[config.mk]
export PLATFORM = sky130hd
export DESIGN_NAME = demux_deserializer
export DESIGN_NICKNAME = d
export VERILOG_FILES = /design/src/rtl/demux_deserializer.sv
export SDC_FILE = /design/constraint.sdc
export NUM_CORES = 1
export LEC_CHECK = 0
export CORE_MARGIN = 1.5
export CORE_UTILIZATION = 50
export DETAILED_ROUTE_END_ITERATION = 8
export DONT_BUFFER_PORTS = 1
export MAX_ROUTING_LAYER = met4
export SYNTH_ARGS = -nofsm -noshare
export SYNTH_HDL_FRONTEND = slang
export SYNTH_SLANG_ARGS = --single-unit
[constraint.sdc]
create_clock -name clk -period 4.1 [get_ports clk]
set_input_delay 0.82 -clock clk [delete_from_list [all_inputs] [get_ports clk]]
set_output_delay 0.82 -clock clk [all_outputs]
set_load 0.1 [all_outputs]
[src/rtl/demux_deserializer.sv]
// Receive side of the 4:1 selector link: rebuilds a 4-bit word from four serial
// lane bits (MSB first), one-hot checks it and hands it out on a valid/ready port.
module demux_deserializer #(
    parameter int unsigned TIMEOUT    = 16,
    parameter bit          STICKY_ERR = 1'b1
) (
    input  logic       clk,
    input  logic       rst_n,
    input  logic       in,
    input  logic       in_valid,
    input  logic       sync,
    output logic [3:0] out,
    output logic [1:0] index,
    output logic       out_valid,
    input  logic       out_ready,
    output logic       error,
    output logic       overrun,
    output logic       frame_abort,
    output logic       busy
);

    localparam int unsigned WORD_W = 4;
    localparam int unsigned LANE_W = 2;
    localparam int unsigned IDLE_W = 8;

    typedef enum logic [0:0] {
        IDLE,
        COLLECT
    } state_t;

    state_t              state, state_n;
    logic [LANE_W-1:0]   lane, lane_n;
    logic [IDLE_W-1:0]   idle_cnt, idle_n, idle_inc;
    logic [WORD_W-1:1]   shreg, shreg_n;
    logic [WORD_W-1:0]   out_n;
    logic [LANE_W-1:0]   index_n;
    logic                out_valid_n;
    logic                error_n;
    logic                overrun_n;
    logic                frame_abort_n;

    logic [WORD_W-1:0]   word_c;
    logic                onehot_c;
    logic [LANE_W-1:0]   enc_c;

    // The lane-3 bit is taken straight from the input so the word completes on its own edge.
    assign word_c   = {shreg, in};
    assign idle_inc = idle_cnt + IDLE_W'(1);

    // One-hot check and lane encoding of the word being completed.
    always_comb begin
        onehot_c = 1'b0;
        enc_c    = 2'b00;
        case (word_c)
            4'b1000: begin onehot_c = 1'b1; enc_c = 2'b00; end
            4'b0100: begin onehot_c = 1'b1; enc_c = 2'b01; end
            4'b0010: begin onehot_c = 1'b1; enc_c = 2'b10; end
            4'b0001: begin onehot_c = 1'b1; enc_c = 2'b11; end
            default: begin onehot_c = 1'b0; enc_c = 2'b00; end
        endcase
    end

    // State and output registers.
    always_ff @(posedge clk or negedge rst_n) begin
        if (!rst_n) begin
            state       <= IDLE;
            lane        <= '0;
            idle_cnt    <= '0;
            shreg       <= '0;
            out         <= '0;
            index       <= '0;
            out_valid   <= 1'b0;
            error       <= 1'b0;
            overrun     <= 1'b0;
            frame_abort <= 1'b0;
            busy        <= 1'b0;
        end else begin
            state       <= state_n;
            lane        <= lane_n;
            idle_cnt    <= idle_n;
            shreg       <= shreg_n;
            out         <= out_n;
            index       <= index_n;
            out_valid   <= out_valid_n;
            error       <= error_n;
            overrun     <= overrun_n;
            frame_abort <= frame_abort_n;
            busy        <= (state_n == COLLECT);
        end
    end

    // Next-state and next-output logic.
    always_comb begin
        state_n       = state;
        lane_n        = lane;
        idle_n        = idle_cnt;
        shreg_n       = shreg;
        out_n         = out;
        index_n       = index;
        out_valid_n   = out_valid & ~out_ready;
        error_n       = error;
        overrun_n     = 1'b0;
        frame_abort_n = 1'b0;

        case (state)
            IDLE: begin
                if (in_valid && sync) begin
                    shreg_n = {in, 2'b00};
                    lane_n  = LANE_W'(1);
                    idle_n  = '0;
                    state_n = COLLECT;
                end
            end

            COLLECT: begin
                if (in_valid && sync) begin
                    frame_abort_n = 1'b1;
                    shreg_n       = {in, 2'b00};
                    lane_n        = LANE_W'(1);
                    idle_n        = '0;
                end else if (in_valid) begin
                    idle_n = '0;
                    if (lane == LANE_W'(3)) begin
                        out_n       = word_c;
                        index_n     = enc_c;
                        out_valid_n = 1'b1;
                        overrun_n   = out_valid & ~out_ready;
                        if (!onehot_c) begin
                            error_n = 1'b1;
                        end else if (!STICKY_ERR) begin
                            error_n = 1'b0;
                        end
                        lane_n  = '0;
                        state_n = IDLE;
                    end else begin
                        case (lane)
                            2'd1:    shreg_n[2] = in;
                            2'd2:    shreg_n[1] = in;
                            default: shreg_n    = shreg;
                        endcase
                        lane_n = lane + LANE_W'(1);
                    end
                end else begin
                    // Idle gap inside a frame; give up on the frame once the budget runs out.
                    if (idle_inc >= IDLE_W'(TIMEOUT)) begin
                        frame_abort_n = 1'b1;
                        lane_n        = '0;
                        idle_n        = '0;
                        state_n       = IDLE;
                    end else begin
                        idle_n = idle_inc;
                    end
                end
            end

            default: begin
                state_n = IDLE;
                lane_n  = '0;
                idle_n  = '0;
            end
        endcase
    end

endmodule
==> results of run 1 <==
metal layers:
| layer | share of wire, % | track usage [%] | up-vias | wire length [um] |
|---|---|---|---|---|
| li1 | - | - | 409 | - |
| met1 | 49 | 27.0 | 398 | 1080 |
| met2 | 45 | 29.0 | 16 | 981 |
| met3 | 4.8 | 3.71 | 2 | 104 |
| met4 | 0.64 | 6.41 | 0 | 14 |
| met5 | 0 | - | - | 0 |
path summary, 6_finish.rpt:
kind                                           end  cells past startpoint                     from  slack (ns)
max in group asynchronous       out[3]$_DFFE_PN0P_                      0                    rst_n        3.84
setup reg to reg                   state$_DFF_PN0_                      5  idle_cnt[0]$_DFFE_PN0P_        2.45
hold reg to reg            idle_cnt[5]$_DFFE_PN0P_                      1          state$_DFF_PN0_        0.55
min in group clk           idle_cnt[5]$_DFFE_PN0P_                      1          state$_DFF_PN0_        0.55
setup / recovery                            out[0]                      0       out[0]$_DFFE_PN0P_        2.00
hold / removal             idle_cnt[3]$_DFFE_PN0P_                      0                    rst_n        0.18
sequential cells by signal (all words and copies together) (netlist names):
| signal | flops |
|---|---|
| idle_cnt | 8 |
| out | 4 |
| shreg | 3 |
| index | 2 |
| lane | 2 |
| error | 1 |
| frame_abort | 1 |
| out_valid | 1 |
| overrun | 1 |
| state | 1 |
power breakdown:
group	switching [mW]	total, mW	internal, mW
combinational	0.0728	0.136	0.0630
sequential	0.272	0.553	0.281
clock	0.0706	0.169	0.0988
logic make-up (layout without fill, tap and decap cells):
kind of cell | Yosys count | count (layout) | synth area share (%)
buf+inv | 11 | 11 | 3.56
fa+ha+maj | 4 | 4 | 4.07
simple gates | 44 | 44 | 20.8
mux | 5 | 5 | 4.58
flops | 24 | 24 | 48.9
xor+xnor | 5 | 5 | 3.56
compound gates | 23 | 23 | 14.6
cell type report:
| cell class | count | area (um2) | area share [%] |
|---|---|---|---|
| flip-flops and latches | 24 | 601 | 46.1 |
| inverters | 6 | 22.5 | 1.73 |
| repair buffers | 1 | 7.51 | 0.576 |
| multi-input cells | 81 | 584 | 44.9 |
| clock buffers | 3 | 22.5 | 1.73 |
| clock inverters | 1 | 30.0 | 2.31 |
| well taps | 28 | 35.0 | 2.69 |
through the flow:
stage | total power, mW | hold WS (ns) | cell area [um2]
floorplan | 0.665 | 0.497 | 1230
global placement | 0.686 | 0.522 | 1250
detailed placement | 0.695 | 0.522 | 1250
CTS | 0.866 | 0.159 | 1300
global route | 0.904 | 0.139 | 1300
finish | 0.858 | 0.179 | 1300
synth_stat cells, types with 3 or more instances:
cell / instances
and2_1: 3
clkbuf_1: 3
xor2_1: 3
o21ai_1: 3
ha_1: 4
nand2b_1: 3
nand4_1: 4
nor3_1: 3
nor2_1: 5
a21oi_1: 4
dfrtp_1: 24
mux2_2: 5
inv_1: 6
o21ai_0: 3
nand2_1: 16
==> metrics.yaml, run 1 <==
fin_worst_skew_ns: 0.00785
post_cts_resized: 0
yosysTopAreaCell: "dfrtp_1"
synth_cell_types: 38
period_minus_slack_ns: 2.10
synth_warnings: 0
cp-start-kind: "flop"
ctsLongestPathBuffers: 2
hold_viol: 0
grt_pass1_vias: 831
num_vias: 825
layout.nets: 127
path_clk_slew_ns: 0.14
cts_tree: "yes"
htreeDepth: 1
antennaDiodeCount: 0
rows: 17
setup_violations: 0
tns_ns: 0
critPathKind: "reg2out"
final_cell_mix: "dfrtp_1 (24), nand2_1 (16), inv_1 (6), nor2_1 (5), mux2_2 (5)"
drt-initial-drc-count: 12
numClockSinks: 24
crit_path_max_fanout: 2
drive_gt1_share_pct: 14.7
areaGrowthSynthToFinish_pct: 6.01
ctsHoldBuffers: 0
insertion_delay_ns: 0.31
rsz0062_at_grt: "no"
wl_per_cell_um: 15.1
syn_nets: 126
setup_ws_ns: 2.00
cts_setup_buffers: 0
ys.flop_type: "dfrtp_1"
synth.top_cell.area_share_pct: 48.9
period_share_pct: 51.1
io_pins: 17
nFillCells: 206
dieArea_um2: 2760
crit_required_ns: 3.28
core-area_um2: 2280
power_leakage_nw: 0.587
initial_core_util_pct: 54.0
hpwl_mm: 1.56
drv_cap: 0
async_flop_share_pct: 100
min_path_type: "in2async"
die_w_um: 52.6
drt_wl_total_mm: 2.18
die_height_um: 52.6
viasPerCell: 5.73
place_congestion: 0.797
syn_area_um2: 1230
yosys-top-cells-area: "dfrtp_1 (49%), nand2_1 (4.9%), mux2_2 (4.6%)"
cts_inserted_buffers: 3
max_freq_mhz: 477
firstDrtPassIters: 4
maxSlewViolCount: 0
finalNonFillerCells: 144
irDropWorstVdd_mv: 0.612
syn_inst: 116
final_core_util_pct: 57.2
power.density_nw_per_um2: 659
critPathCaptureType: "output port"
dp_slack_ns: 2.22
antenna_found_initial: 0
relSlewSlack_pct: 38.9
grt_usage_pct: 19.5
synth_enable_flop_cells: 0
grt_max_degree: 25
synth_seq_cells: 24
ant_nets: 0
io_buffers: 0
cts_root_buffer: "clkbuf_4"
final_common_cell: "dfrtp_1"
dp.cells: 140
tightest_slew_ns: 0.916
status: "completed"
drc_errors: 0
grt.overflow.total: 0
worstPathArrival_ns: 1.28
ys_seq_area_share_pct: 48.9
synth.avg_cell_area_um2: 10.6
grt_pass1_wl_mm: 3.84
(Power assumes the default switching activity.)
==> inputs of run 2 (changes only) <==
--- a/config.mk
+++ b/config.mk
@@ -10,6 +10,7 @@
 export DETAILED_ROUTE_END_ITERATION = 8
 export DONT_BUFFER_PORTS = 1
 export MAX_ROUTING_LAYER = met4
+export PLACE_DENSITY = 0.68
 export SYNTH_ARGS = -nofsm -noshare
 export SYNTH_HDL_FRONTEND = slang
 export SYNTH_SLANG_ARGS = --single-unit
==> constraint.sdc (replaced) <==
create_clock -name clk -period 1.7 [get_ports clk]
set_input_delay 0.34 -clock clk [delete_from_list [all_inputs] [get_ports clk]]
set_output_delay 0.34 -clock clk [all_outputs]
set_load 0.1 [all_outputs]
==> run 2 against run 1 <==
  * Non-clock buffer count up 15
  * Largest cell class unchanged
  * Highest routed layer unchanged
  * Combinational power grew to 7.6 times the previous value
  * Clock skew shrank 0.0069 ns
  * Clock power is 140% higher
  * Register-to-register slack worse by 2.3 ns
  * Global-route usage grew 0.80 points
  * Design area rose by 8.9%
  * Worst setup slack got worse by 1.9 ns
==> metrics.yaml, run 2 (synthesis gave the netlist of run 1 again) <==
num_vias: 902  # +9.3%
finalPower_mw: 2.22  # +160%
min_path_type: "in2reg"
hpwl_mm: 1.68  # +7.6%
critPathCaptureType: "flop"
drc_errors: 0  # unchanged
dp.cells: 152  # +8.6%
numClockSinks: 24  # unchanged
r2r-start: "idle_cnt[1]$_DFFE_PN0P_"
antennaDiodeCount: 0  # unchanged
grt_usage_pct: 20.3  # +0.80 points
path_depth: 5  # +5
max_freq_mhz: 642
io_pins: 17  # unchanged
grt_pass1_wl_mm: 3.95  # +2.7%
layout.nets: 142  # +12%
areaGrowthSynthToFinish_pct: 15.5
critPathKind: "reg2reg"
nFillCells: 179  # -13%
ant_nets: 0  # unchanged
reg.largest.list: "idle_cnt (8), out (4), shreg (3)"
insertion_delay_ns: 0.31  # about the same
grt_max_degree: 25  # unchanged
drt_wl_total_mm: 2.33  # +6.8%
maxSlewViolCount: 0  # unchanged
wl_per_cell_um: 14.6  # -3.2%
viasPerCell: 5.67  # -0.98%
period_minus_slack_ns: 1.56
path_cells: "ha_1, a311o_2, o21ai_2, o211ai_4, o21ai_1"
min_to: "frame_abort$_DFF_PN0_"
die_w_um: 52.6  # unchanged
hp-start: "sync"
cts_inserted_buffers: 3  # unchanged
rr_endpoint: "idle_cnt[1]$_DFFE_PN0P_"
irDropWorstVdd_mv: 1.57  # +160%
r2r_slack_ns: 0.14  # -2.31 ns
cpPeakStageDelay_ns: 0.42
crit_required_ns: 1.94  # -1.34 ns
cts_root_buffer: "clkbuf_4"
post_cts_resized: 0  # unchanged
grt.overflow.total: 0  # unchanged
fin_worst_skew_ns: 0.000985  # -0.00687 ns
status: "completed"
critPathBufInv: 0
hold_viol: 0  # unchanged
firstDrtPassIters: 4  # unchanged
grt_pass1_vias: 885  # +6.5%
tightest_slew_ns: 1.04  # +0.123 ns
power.density_nw_per_um2: 1570  # +140%
cts_tree: "yes"
relSlewSlack_pct: 30.5  # -8.4 points
rows: 17  # unchanged
final_cell_mix: "dfrtp_1 (23), nand2_1 (16), buf_4 (15), inv_1 (6)"
power_leakage_nw: 0.662  # +13%
tns_ns: 0  # unchanged
worstPathArrival_ns: 1.80  # +0.52 ns
ctsLongestPathBuffers: 2  # unchanged
crit_path_max_fanout: 6  # +4
antenna_found_initial: 0  # unchanged
rsz0062_at_grt: "no"
path_clk_slew_ns: 0.13  # about the same
htreeDepth: 1  # unchanged
cp-start-kind: "flop"
core-area_um2: 2280  # unchanged
top_register: "idle_cnt"
io_buffers: 0  # unchanged
slowest_stage: "dfrtp_1"
finalNonFillerCells: 159  # +10%
setup_violations: 0  # unchanged
min_delay_path_depth: 1
rr_worst_depth: 5  # unchanged
final_common_cell: "dfrtp_1"
critPathTopFamily: "compound AO/OA/AOI/OAI gates"
place_congestion: 0.808  # +1.4%
drv_cap: 0  # unchanged
initial_core_util_pct: 54.0  # unchanged
largest_reg_flops: 8  # unchanged
drive_gt1_share_pct: 24.4  # +9.8 points
drt-initial-drc-count: 7  # -5
die_height_um: 52.6  # unchanged
dieArea_um2: 2760  # unchanged
period_share_pct: 91.6
## run 2: layout make-up
type / instances / area [um2] / share of cell area (%)
sequential: 24 / 602 / 42.4
clock buffer: 3 / 22.5 / 1.59
tap: 28 / 35.0 / 2.47
multi-input combinational: 81 / 584 / 41.2
inverter: 6 / 22.5 / 1.59
clock inverter: 1 / 30.0 / 2.12
timing repair buffer: 16 / 123 / 8.64
## run 2: where the power goes
group / switching [mW] / internal [mW] / leakage [nW]
sequential: 0.0981 / 0.690 / 0.313
combinational: 0.765 / 0.261 / 0.320
clock: 0.169 / 0.238 / 0.0279
## run 2: how the worst max path moves through the flow
stage	endpoint	start	slack, ns
after CTS	idle_cnt[1]$_DFFE_PN0P_	idle_cnt[0]$_DFFE_PN0P_	0.06
after detailed placement	idle_cnt[1]$_DFFE_PN0P_	idle_cnt[0]$_DFFE_PN0P_	0.08
after floorplan	lane[1]$_DFFE_PN0P_	state$_DFF_PN0_	0.20
final	idle_cnt[1]$_DFFE_PN0P_	idle_cnt[1]$_DFFE_PN0P_	0.14
after global placement	state$_DFF_PN0_	idle_cnt[0]$_DFFE_PN0P_	0.16
after global routing	idle_cnt[1]$_DFFE_PN0P_	idle_cnt[1]$_DFFE_PN0P_	0.04
## run 2: per-stage QoR
stage                     instance area [um2]  utilization (%)  hold WS (ns)  setup WS [ns]
after floorplan                          1230                -        0.0444          0.202
after global placement                   1340             58.9        0.0450          0.160
after detailed placement                 1340             58.9        0.0450         0.0831
after CTS                                1400             61.7         0.152         0.0607
after global routing                     1420             62.3         0.133         0.0417
final                                    1420             62.3         0.159          0.143
## run 2: per-layer routing
metal  wire, um  share of wire (%)  vias up  GRT usage [%]
met5          0                  0        -              -
met4         42                1.8        0           9.40
met3         42                1.8        5           3.43
met2       1160                 50        9           30.6
met1       1080                 46      446           26.8
li1           -                  -      442              -
## run 2: worst reg2reg max path, cell delays in order, from the launching register on
cell and delay (ns):
dfrtp_1 0.42, ha_1 0.23, a311o_2 0.38, o21ai_2 0.12, o211ai_4 0.16, o21ai_1 0.18
## run 2: repair_timing
item	CTS	global route
endpoints found under the hold margin	24	0
setup endpoints to repair	0	3
hold buffers	1	0
setup buffers	0	2
